<file path="src/rtl/fetch_aligner_pkg.sv">
// rtl/fetch_aligner_pkg.sv - shared constants and types for the fetch realigner
//
// Contents:
//   HW_W                halfword width in bits
//   HW_COMPRESSED_MASK  low bits of a halfword that mark a 32-bit instruction
//   fetch_state_t       fetch FSM state encoding (IDLE, REQ, DROP, FAULT)
//   hw_is_compressed()  true when a halfword starts a 16-bit instruction
package fetch_aligner_pkg;

    localparam int         HW_W               = 16;
    localparam logic [1:0] HW_COMPRESSED_MASK = 2'b11;

    typedef enum logic [1:0] {
        ST_IDLE  = 2'd0,
        ST_REQ   = 2'd1,
        ST_DROP  = 2'd2,
        ST_FAULT = 2'd3
    } fetch_state_t;

    function automatic logic hw_is_compressed(input logic [HW_W-1:0] hw);
        return (hw[1:0] & HW_COMPRESSED_MASK) != HW_COMPRESSED_MASK;
    endfunction

endpackage

</file>
<file path="src/rtl/fetch_hwbuf.sv">
// rtl/fetch_hwbuf.sv - three-halfword shift buffer feeding the instruction realigner
//
// Ports:
//   clk, resetb   clock, asynchronous active-low reset
//   clear         drop all buffered halfwords (wins over enqueue/dequeue)
//   enq_num       halfwords appended this cycle (0..2); first one in enq_data[15:0]
//   enq_data      appended halfwords, lower address in [15:0]
//   deq_num       halfwords removed from the head this cycle (0..2)
//   hw0, hw1      head halfword and the one after it
//   count         halfwords currently held (0..3)
//   count_next    count after this cycle's clear/dequeue/enqueue
module fetch_hwbuf
    import fetch_aligner_pkg::*;
(
    input  logic            clk,
    input  logic            resetb,
    input  logic            clear,
    input  logic [1:0]      enq_num,
    input  logic [31:0]     enq_data,
    input  logic [1:0]      deq_num,
    output logic [HW_W-1:0] hw0,
    output logic [HW_W-1:0] hw1,
    output logic [1:0]      count,
    output logic [1:0]      count_next
);

    logic [47:0] store;
    logic [47:0] shifted;
    logic [47:0] merged;
    logic [1:0]  base;

    // Dequeue shifts the head out first; enqueued halfwords then land at
    // the first free slot of the shifted buffer. The fetch issue rule keeps
    // count_next at or below 3, so no slot is ever overrun.
    always_comb begin
        shifted = store;
        base    = count;
        case (deq_num)
            2'd1: begin
                shifted = {16'h0000, store[47:16]};
                base    = count - 2'd1;
            end
            2'd2: begin
                shifted = {32'h0000_0000, store[47:32]};
                base    = count - 2'd2;
            end
            default: ;
        endcase

        merged = shifted;
        if (enq_num != 2'd0) begin
            case (base)
                2'd0: begin
                    merged[15:0] = enq_data[15:0];
                    if (enq_num == 2'd2) begin
                        merged[31:16] = enq_data[31:16];
                    end
                end
                2'd1: begin
                    merged[31:16] = enq_data[15:0];
                    if (enq_num == 2'd2) begin
                        merged[47:32] = enq_data[31:16];
                    end
                end
                default: begin
                    merged[47:32] = enq_data[15:0];
                end
            endcase
        end

        count_next = base + enq_num;
        if (clear) begin
            merged     = '0;
            count_next = 2'd0;
        end
    end

    always_ff @(posedge clk or negedge resetb) begin
        if (!resetb) begin
            store <= '0;
            count <= 2'd0;
        end else begin
            store <= merged;
            count <= count_next;
        end
    end

    assign hw0 = store[15:0];
    assign hw1 = store[31:16];

endmodule

</file>
<file path="src/rtl/fetch_aligner.sv">
// rtl/fetch_aligner.sv - instruction fetch realigner between imem and the compressed decoder
//
// Ports:
//   clk, resetb      core clock, asynchronous active-low reset
//   imem_ready       fetch request outstanding (registered)
//   imem_addr        word-aligned fetch address (registered, held until response)
//   imem_valid       memory response for the outstanding request
//   imem_rresp       1 = OK, 0 = bus error
//   imem_rdata       fetched word, [15:0] is the lower-address halfword
//   redirect         flush and restart fetch at redirect_pc
//   redirect_pc      new PC, bit 0 ignored
//   ins_valid        ins_* fields valid
//   ins_ready        consumer accepts the instruction
//   ins_data         aligned instruction, [31:16] = 0 when compressed
//   ins_pc           address of ins_data
//   ins_compressed   ins_data is a 16-bit instruction
//   ins_fault        bus error at ins_pc, ins_data = 0
module fetch_aligner
    import fetch_aligner_pkg::*;
#(
    parameter logic [31:0] RESET_PC = 32'h0000_0000
) (
    input  logic        clk,
    input  logic        resetb,
    output logic        imem_ready,
    input  logic        imem_valid,
    output logic [31:0] imem_addr,
    input  logic        imem_rresp,
    input  logic [31:0] imem_rdata,
    input  logic        redirect,
    input  logic [31:0] redirect_pc,
    output logic        ins_valid,
    input  logic        ins_ready,
    output logic [31:0] ins_data,
    output logic [31:0] ins_pc,
    output logic        ins_compressed,
    output logic        ins_fault
);

    fetch_state_t state;
    logic [31:0]  fpc;
    logic [31:0]  fpc_inc;
    logic [31:0]  buf_pc;
    logic         skip;
    logic         fault_done;

    logic [15:0]  hw0;
    logic [15:0]  hw1;
    logic [1:0]   count;
    logic [1:0]   count_next;
    logic         buf_clear;
    logic [1:0]   enq_num;
    logic [31:0]  enq_data;
    logic [1:0]   deq_num;

    logic         head_comp;
    logic         comp_avail;
    logic         full_avail;
    logic         normal_valid;
    logic         fault_valid;
    logic         fire;
    logic         resp_ok;
    logic         issue_ok;
    logic         unused_bits;

    assign unused_bits = redirect_pc[0];

    fetch_hwbuf u_hwbuf (
        .clk        (clk),
        .resetb     (resetb),
        .clear      (buf_clear),
        .enq_num    (enq_num),
        .enq_data   (enq_data),
        .deq_num    (deq_num),
        .hw0        (hw0),
        .hw1        (hw1),
        .count      (count),
        .count_next (count_next)
    );

    assign head_comp    = hw_is_compressed(hw0);
    assign comp_avail   = (count != 2'd0) && head_comp;
    assign full_avail   = (count >= 2'd2) && !head_comp;
    assign normal_valid = comp_avail || full_avail;

    // The fault is only shown once every complete buffered instruction has
    // gone. A lone upper-half of a 32-bit instruction can never complete, so
    // it is reported as the faulting instruction at buf_pc. buf_pc always
    // equals the halfword-adjusted fault address once drained.
    assign fault_valid  = (state == ST_FAULT) && !fault_done && !normal_valid;

    assign ins_valid    = normal_valid || fault_valid;
    assign ins_pc       = buf_pc;
    assign ins_fault    = fault_valid;
    assign ins_compressed = comp_avail;

    always_comb begin
        ins_data = 32'h0000_0000;
        if (comp_avail) begin
            ins_data = {16'h0000, hw0};
        end else if (full_avail) begin
            ins_data = {hw1, hw0};
        end
    end

    // Redirect overrides both the consumer handshake and a same-cycle response.
    assign fire      = ins_valid && ins_ready && !redirect;
    assign resp_ok   = (state == ST_REQ) && imem_valid && imem_rresp && !redirect;
    assign buf_clear = redirect || (fire && fault_valid);
    assign deq_num   = (fire && normal_valid) ? (comp_avail ? 2'd1 : 2'd2) : 2'd0;
    assign enq_num   = resp_ok ? (skip ? 2'd1 : 2'd2) : 2'd0;
    assign enq_data  = skip ? {16'h0000, imem_rdata[31:16]} : imem_rdata;

    // A new word (up to two halfwords) must fit behind what will remain.
    assign issue_ok  = count_next <= 2'd1;
    assign fpc_inc   = {fpc[31:2] + 30'd1, 2'b00};

    always_ff @(posedge clk or negedge resetb) begin
        if (!resetb) begin
            state      <= ST_IDLE;
            imem_ready <= 1'b0;
            imem_addr  <= RESET_PC & ~32'd3;
            fpc        <= RESET_PC & ~32'd3;
            buf_pc     <= RESET_PC & ~32'd1;
            skip       <= RESET_PC[1];
            fault_done <= 1'b0;
        end else if (redirect) begin
            fpc        <= {redirect_pc[31:2], 2'b00};
            buf_pc     <= {redirect_pc[31:1], 1'b0};
            skip       <= redirect_pc[1];
            fault_done <= 1'b0;
            if ((state == ST_REQ || state == ST_DROP) && !imem_valid) begin
                // Old request still in flight: keep imem_addr stable and
                // throw its response away when it arrives.
                state <= ST_DROP;
            end else begin
                state      <= ST_REQ;
                imem_ready <= 1'b1;
                imem_addr  <= {redirect_pc[31:2], 2'b00};
            end
        end else begin
            if (fire && normal_valid) begin
                buf_pc <= buf_pc + (comp_avail ? 32'd2 : 32'd4);
            end
            if (fire && fault_valid) begin
                fault_done <= 1'b1;
            end

            case (state)
                ST_IDLE: begin
                    if (issue_ok) begin
                        state      <= ST_REQ;
                        imem_ready <= 1'b1;
                        imem_addr  <= fpc;
                    end
                end
                ST_REQ: begin
                    if (imem_valid) begin
                        if (imem_rresp) begin
                            fpc  <= fpc_inc;
                            skip <= 1'b0;
                            if (issue_ok) begin
                                imem_addr <= fpc_inc;
                            end else begin
                                state      <= ST_IDLE;
                                imem_ready <= 1'b0;
                            end
                        end else begin
                            state      <= ST_FAULT;
                            imem_ready <= 1'b0;
                            fault_done <= 1'b0;
                        end
                    end
                end
                ST_DROP: begin
                    // Buffer is empty after the redirect, so issue right away.
                    if (imem_valid) begin
                        state     <= ST_REQ;
                        imem_addr <= fpc;
                    end
                end
                default: begin
                    imem_ready <= 1'b0;
                end
            endcase
        end
    end

endmodule

</file>
<file path="config.mk">
export PLATFORM = sky130hd
export DESIGN_NAME = fetch_aligner
export DESIGN_NICKNAME = d
export VERILOG_FILES = /design/src/rtl/fetch_aligner_pkg.sv /design/src/rtl/fetch_hwbuf.sv /design/src/rtl/fetch_aligner.sv
export SDC_FILE = /design/constraint.sdc
export NUM_CORES = 1
export LEC_CHECK = 0
export CAP_MARGIN = 20
export CORE_MARGIN = 4
export CORE_UTILIZATION = 45
export DETAILED_ROUTE_END_ITERATION = 8
export PLACE_DENSITY = 0.69
export SLEW_MARGIN = 40
export SYNTH_ARGS = -nofsm -noshare
export SYNTH_HDL_FRONTEND = slang
export SYNTH_HIERARCHICAL = 1
export SYNTH_SLANG_ARGS = --single-unit
</file>
<file path="constraint.sdc">
create_clock -name clk -period 10 [get_ports clk]
set_input_delay 2 -clock clk [delete_from_list [all_inputs] [get_ports clk]]
set_output_delay 2 -clock clk [all_outputs]
set_load 0.005 [all_outputs]
</file>
# After elaboration in Yosys (flattened, before gate mapping)

Index checks and enable logic that the tools add are counted.
W data, S select, Z words.

Mux-type cells: 56
Eq/ne operators: 16
Reductions and logical operators: 34
Add/subtract/negate cells: 5
$lt $le $gt $ge: 2

Operators by type and width:

| operator                | number |
|---|---|
| $mux W32                | 16 |
| $mux W48                | 2 |
| $pmux W32 S3            | 1 |
| $pmux W48 S2            | 1 |
| $pmux W16 S2            | 2 |
| $mux W16                | 3 |
| $add A32 B3 Y32         | 1 |
| $add A30 B1 Y30 const B | 1 |
| $mux W2                 | 12 |
| $mux W1                 | 15 |
| $ne A3 B3 Y1 const B    | 5 |
| $logic_and A1 B1 Y1     | 12 |
| $reduce_bool A2 Y1      | 6 |
| $reduce_and A5 Y1       | 2 |
| $eq A2 B2 Y1 const B    | 4 |
| $reduce_and A7 Y1       | 1 |
| $eq A2 B1 Y1 const B    | 3 |
| $ne A2 B2 Y1 const B    | 3 |
| $pmux W2 S3             | 1 |
| $logic_not A1 Y1        | 5 |
| $logic_not A2 Y1        | 2 |
| $logic_or A1 B1 Y1      | 4 |
| $ne A4 B4 Y1 const B    | 1 |
| $pmux W2 S2             | 1 |
| other kinds (9)         | 9 |

Word-level logic and storage cells: 122
Output and inout bits: 100
Bits in registers: 151
Input bits: 70

# Longest topological paths before layout

Word-level depth: 21
Mapped depth: 22

# Modules after synthesis

The synthesis kept the hierarchy.

By module, submodules not included:

| module        | cells an instance | times used | area each (µm²) |
|---|---|---|---|
| fetch_aligner | 723               | 1          | 6393.6 |
| fetch_hwbuf   | 437               | 1          | 3734.8 |

# Worst setup path before layout

No wires, ideal clock.

Path kind: input to register
Start point: input redirect
End point: register imem_addr[3]
Arrival: 5518 ps
Path buffers: 4
Data required time: 9904 ps
Slack: 4387 ps
Cell stages on the path: 19
Cell sequence: nand2b_1 -> a21o_1 -> nor2_1 -> ha_1 -> buf_6 -> o21ai_0 -> nand2_2 -> buf_2 -> ha_1 -> xnor2_1 -> xnor2_1 -> nor2_1 -> nor2b_1 -> o21ai_0 -> nand3b_1 -> clkbuf_1 -> clkbuf_1 -> nand2_1 -> o31ai_1

Cells in the longest elaborated chain, start to end: 11
Elaborated cells between the ends (all ways): 23
Classes of those cells: 1 x add/sub; 1 x order compare; 8 x eq/ne; 5 x mux; 8 x reduce/logical

RTL lines:

| element                                             | line                 | source |
|---|---|---|
| start, declared                                     | fetch_aligner.sv:30  | `input logic redirect,` |
| $logic_not A1 Y1 (*)                                | fetch_aligner.sv:107 | `assign fire = ins_valid && ins_ready && !redirect;` |
| $logic_and A1 B1 Y1 (*)                             | fetch_aligner.sv:107 |  |
| $logic_and A1 B1 Y1 (*)                             | fetch_aligner.sv:110 | `assign deq_num = (fire && normal_valid) ? (comp_avail ? 2'd1 : 2'd2) : 2'd0;` |
| $mux W2 (*)                                         | fetch_aligner.sv:110 |  |
| via deq_num[1]                                      | fetch_aligner.sv:54  | `logic [1:0] deq_num;` |
| $eq A2 B2 Y1 / $eq A2 B1 Y1 (equally long branches) | fetch_hwbuf.sv:38    | `case (deq_num)` |
| $pmux W2 S2 (*)                                     | fetch_hwbuf.sv:38    |  |
| $add A2 B2 Y2 (*)                                   | fetch_hwbuf.sv:71    | `count_next = base + enq_num;` |
| $mux W2 (*)                                         | fetch_hwbuf.sv:72    | `if (clear) begin` |
| via count_next[1]                                   | fetch_aligner.sv:50  | `logic [1:0] count_next;` |
| $le A2 B1 Y1 (*)                                    | fetch_aligner.sv:115 | `assign issue_ok = count_next <= 2'd1;` |
| $ne A3 B3 Y1 (no line)                              | n/a                  |  |
| $reduce_and A7 Y1 (no line) (*)                     | n/a                  |  |
| end signal, assigned                                | fetch_aligner.sv:122 | `imem_addr <= RESET_PC & ~32'd3;` |
| end signal, assigned                                | fetch_aligner.sv:139 | `imem_addr <= {redirect_pc[31:2], 2'b00};` |
| end signal, assigned                                | fetch_aligner.sv:154 | `imem_addr <= fpc;` |
| end, declared                                       | fetch_aligner.sv:27  | `output logic [31:0] imem_addr,` |

The timed path passes the listed nets; every way through them passes the cells marked *.
A chain may end at the register's enable or synchronous reset.

# Final worst setup path

Start point: input ins_ready
End point: register imem_addr[29]

Cells in the longest elaborated chain, start to end: 11
Elaborated cells between the ends (all ways): 15
Classes of those cells: 1 x add/sub; 1 x order compare; 4 x eq/ne; 3 x mux; 6 x reduce/logical

RTL lines:

| element                                             | line                 | source |
|---|---|---|
| start, declared                                     | fetch_aligner.sv:33  | `input logic ins_ready,` |
| $logic_and A1 B1 Y1 (*) (2 in a row)                | fetch_aligner.sv:107 |  |
| $logic_and A1 B1 Y1 (*)                             | fetch_aligner.sv:110 |  |
| $mux W2 (*)                                         | fetch_aligner.sv:110 |  |
| via deq_num[1]                                      | fetch_aligner.sv:54  |  |
| $eq A2 B2 Y1 / $eq A2 B1 Y1 (equally long branches) | fetch_hwbuf.sv:38    |  |
| $pmux W2 S2 (*)                                     | fetch_hwbuf.sv:38    |  |
| $add A2 B2 Y2 (*)                                   | fetch_hwbuf.sv:71    |  |
| $mux W2 (*)                                         | fetch_hwbuf.sv:72    |  |
| via count_next[1]                                   | fetch_aligner.sv:50  |  |
| $le A2 B1 Y1 (*)                                    | fetch_aligner.sv:115 |  |
| $ne A3 B3 Y1 (no line)                              | n/a                  |  |
| $reduce_and A7 Y1 (no line) (*)                     | n/a                  |  |

Marked as above.

==> results.json <==
{
  "antenna_cells": 0,
  "die_area_mm2": 0.0250,
  "drc": 0,
  "crit_path_end_kind": "register",
  "synth_edf_count": 0,
  "postPlaceCellArea_mm2": 0.0117,
  "cts.hold.buffers_added": 0,
  "hold_class": "reg2reg",
  "dp_hpwl_um": 21600,
  "ys_types": 76,
  "num_rows": 54,
  "place_inst": 1500,
  "synthTopCellsByArea": "dfrtp_1 36%, nand2_1 4.4%, xnor2_1 3.3%",
  "crit_start": "ins_ready",
  "grt.total_usage_pct": 26.0,
  "postCtsSetupBuffers": 0,
  "io_pins": 170,
  "syn_area_per_cell_um2": 8.73,
  "fin_util_pct": 56.0,
  "clkLatencyLatePin_ps": 420,
  "synthCells": 1160,
  "cp.required_ps": 10320,
  "drtPass1Iterations": 6,
  "chipHeight_um": 158,
  "wl_met2_um": 15000,
  "grt_pass1_vias": 9129,
  "path_cells": "clkdlybuf4s50_1 > nand2b_1 > a21o_1 > nor2_1 > ha_2 > buf_4 > o21ai_0 > nand2_2 > ha_1 > xnor2_1 > xnor2_1 > nor2_1 > nor2b_1 > o21ai_0 > nand3b_1 > buf_4 > nor2_2 > a221oi_1",
  "finalHoldViolCount": 0,
  "grt_overflow_total": 0,
  "synth_top_area_share_pct": 36.1,
  "ys_ff_latch": 146,
  "drive_gt1_share_pct": 8.31,
  "final_area_mm2": 0.0123,
  "finalSetupViolCount": 0,
  "post_cts_resized": 0,
  "route.detailed.wl_per_inst_um": 21.2,
  "globalplace.congestion": 0.924,
  "core_area_mm2": 0.0220,
  "cpPeakStageDelay_ps": 680,
  "ir_drop_mv": 0.0894,
  "fin_crit_sh_pct": 68.5,
  "place_ws_ps": 2850,
  "cts_sinks": 146,
  "met3_length_um": 2770,
  "setup_tns_ps": 0,
  "via_per_inst": 6.17,
  "finalNonFillerCells": 1532,
  "areaGrowthSynthToFinish_pct": 21.4,
  "ys_seq_area_share_pct": 36.1,
  "drtIter0Drc": 921,
  "initial_core_util_pct": 46.1,
  "synth-async-reset-ratio_pct": 100,
  "h-tree-depth": 4,
  "p_per_area_mw_per_mm2": 175,
  "synth_area_mm2": 0.0101,
  "synth_warnings": 6,
  "setup_ws_ps": 3150,
  "clk_pin_slew_ps": 60,
  "cts_tree": "done",
  "skew_ps": 13.8,
  "startpoint_type": "input port",
  "numPortBuffers": 165,
  "worstPathMaxFanout": 52,
  "die_x_um": 158,
  "grt_start_max_net_pins": 89,
  "finalWirelength_um": 32400,
  "synth_common_cells": "146 x dfrtp_1, 118 x nand2_1, 63 x clkbuf_1, 53 x o21ai_0, 51 x nor2_1",
  "fmax_mhz": 146,
  "cts_buffer_depth": 2,
  "grt_antenna_before_repair": 0,
  "status": "finished clean",
  "grt_pass1_wl_um": 51000,
  "cts_buffers": 17,
  "num_vias": 9448,
  "yosys.area.top_type": "dfrtp_1",
  "path_delay_family": "simple AND/OR/NAND/NOR gates",
  "ant_nets": 0,
  "crit_type": "in2reg",
  "worst_pin_slew_ps": 892,
  "final_nets": 1321,
  "crit_slowest_cell": "ha_2",
  "yosysMostFrequentCell": "dfrtp_1",
  "relSlewSlack_pct": 40.5,
  "clock-root-buffer": "clkbuf_16",
  "fin_crit_ps": 6850,
  "report.final.slew_viol_count": 0,
  "arrival_ps": 7170,
  "rsz0062_at_grt": "false",
  "worst-path-buf-inv": 3,
  "p_leak_nw": 4.83,
  "hp-start": "imem_addr[18]$_DFFE_PN0P_",
  "ys.flop_type": "dfrtp_1",
  "top_layer_used": "met4",
  "r2r-start": "u_hwbuf/count[1]$_DFF_PN0_",
  "drv_cap": 0,
  "wl_met1_um": 13700
}
-- sequential cells by signal (all words and copies together), names as in the netlist --
name	count
u_hwbuf/count	2
fault_done	1
skip	1
imem_ready	1
imem_addr	30
u_hwbuf/store	48
state	2
fpc	30
ins_pc	31
-- routing by layer --
layer	global-route usage [%]	up-vias
met4	9.67	0
met1	35.4	4544
met3	4.51	73
li1	-	4306
met5	0	-
met2	41.6	525
-- cells by family (layout without fill, tap and decap cells) --
| family | Yosys count | after routing | synth area share (%) |
|---|---|---|---|
| other cells | 1 | 3 | 0.0370 |
| xor+xnor | 72 | 72 | 6.23 |
| buf+inv | 166 | 256 | 7.92 |
| fa+ha+maj | 11 | 11 | 1.43 |
| mux | 37 | 37 | 3.93 |
| simple gates | 470 | 470 | 26.3 |
| compound gates | 257 | 257 | 18.1 |
| flops | 146 | 146 | 36.1 |
-- path summary, 6_finish.rpt --
check | end | slack (ps) | cells after the start
setup / recovery | imem_addr[29]$_DFFE_PN0P_ | 3150 | 18
hold / removal | imem_addr[18]$_DFFE_PN0P_ | 480 | 2
setup reg to reg | imem_addr[29]$_DFFE_PN0P_ | 4440 | 17
hold reg to reg | imem_addr[18]$_DFFE_PN0P_ | 480 | 2
max in group asynchronous | fpc[11]$_DFFE_PN0P_ | 7290 | 2
min in group asynchronous | imem_addr[15]$_DFFE_PN0P_ | 1640 | 1
-- where the power goes --
part,total (W),leakage [nW],internal [W],switching [W]
logic,0.000690,2.75,0.000333,0.000357
registers,0.000793,1.80,0.000698,0.0000950
clock network,0.000665,0.285,0.000399,0.000266
-- tightest hold or removal path, delay by kind of cell (launching register included) --
kind            cells  cell delay [ps]
compound gates      1               50
flops               1              340
simple gates        1               40
-- cell usage in the layout (no fill, tap or decap), drive strengths merged, types with 35 or more instances in the layout --
cell type | synthesis | routed
a221oi | 35 | 35
xnor2 | 38 | 38
o21ai | 55 | 55
dfrtp | 146 | 146
nand2 | 119 | 119
nor2 | 52 | 52
inv | 42 | 43
clkdlybuf4s50 | 0 | 163
a21oi | 38 | 38
nor2b | 40 | 40
-- area by class of cell --
cell class	count	area (um2)
fill	1973	9660
multi-input combinational	850	5740
clock inverter	12	158
inverter	43	161
clock buffer	19	443
tap	280	350
sequential	146	3650
timing repair buffer	182	1790
-- metrics by stage --
stage | total power, W | hold WS (ps)
2_1_floorplan | 0.00118 | 473
3_3_place_gp | 0.00147 | 461
3_5_place_dp | 0.00148 | 470
4_1_cts | 0.00215 | 485
5_1_grt | 0.00226 | 499
6_report | 0.00215 | 476
Power figures use the tool's default switching activity.
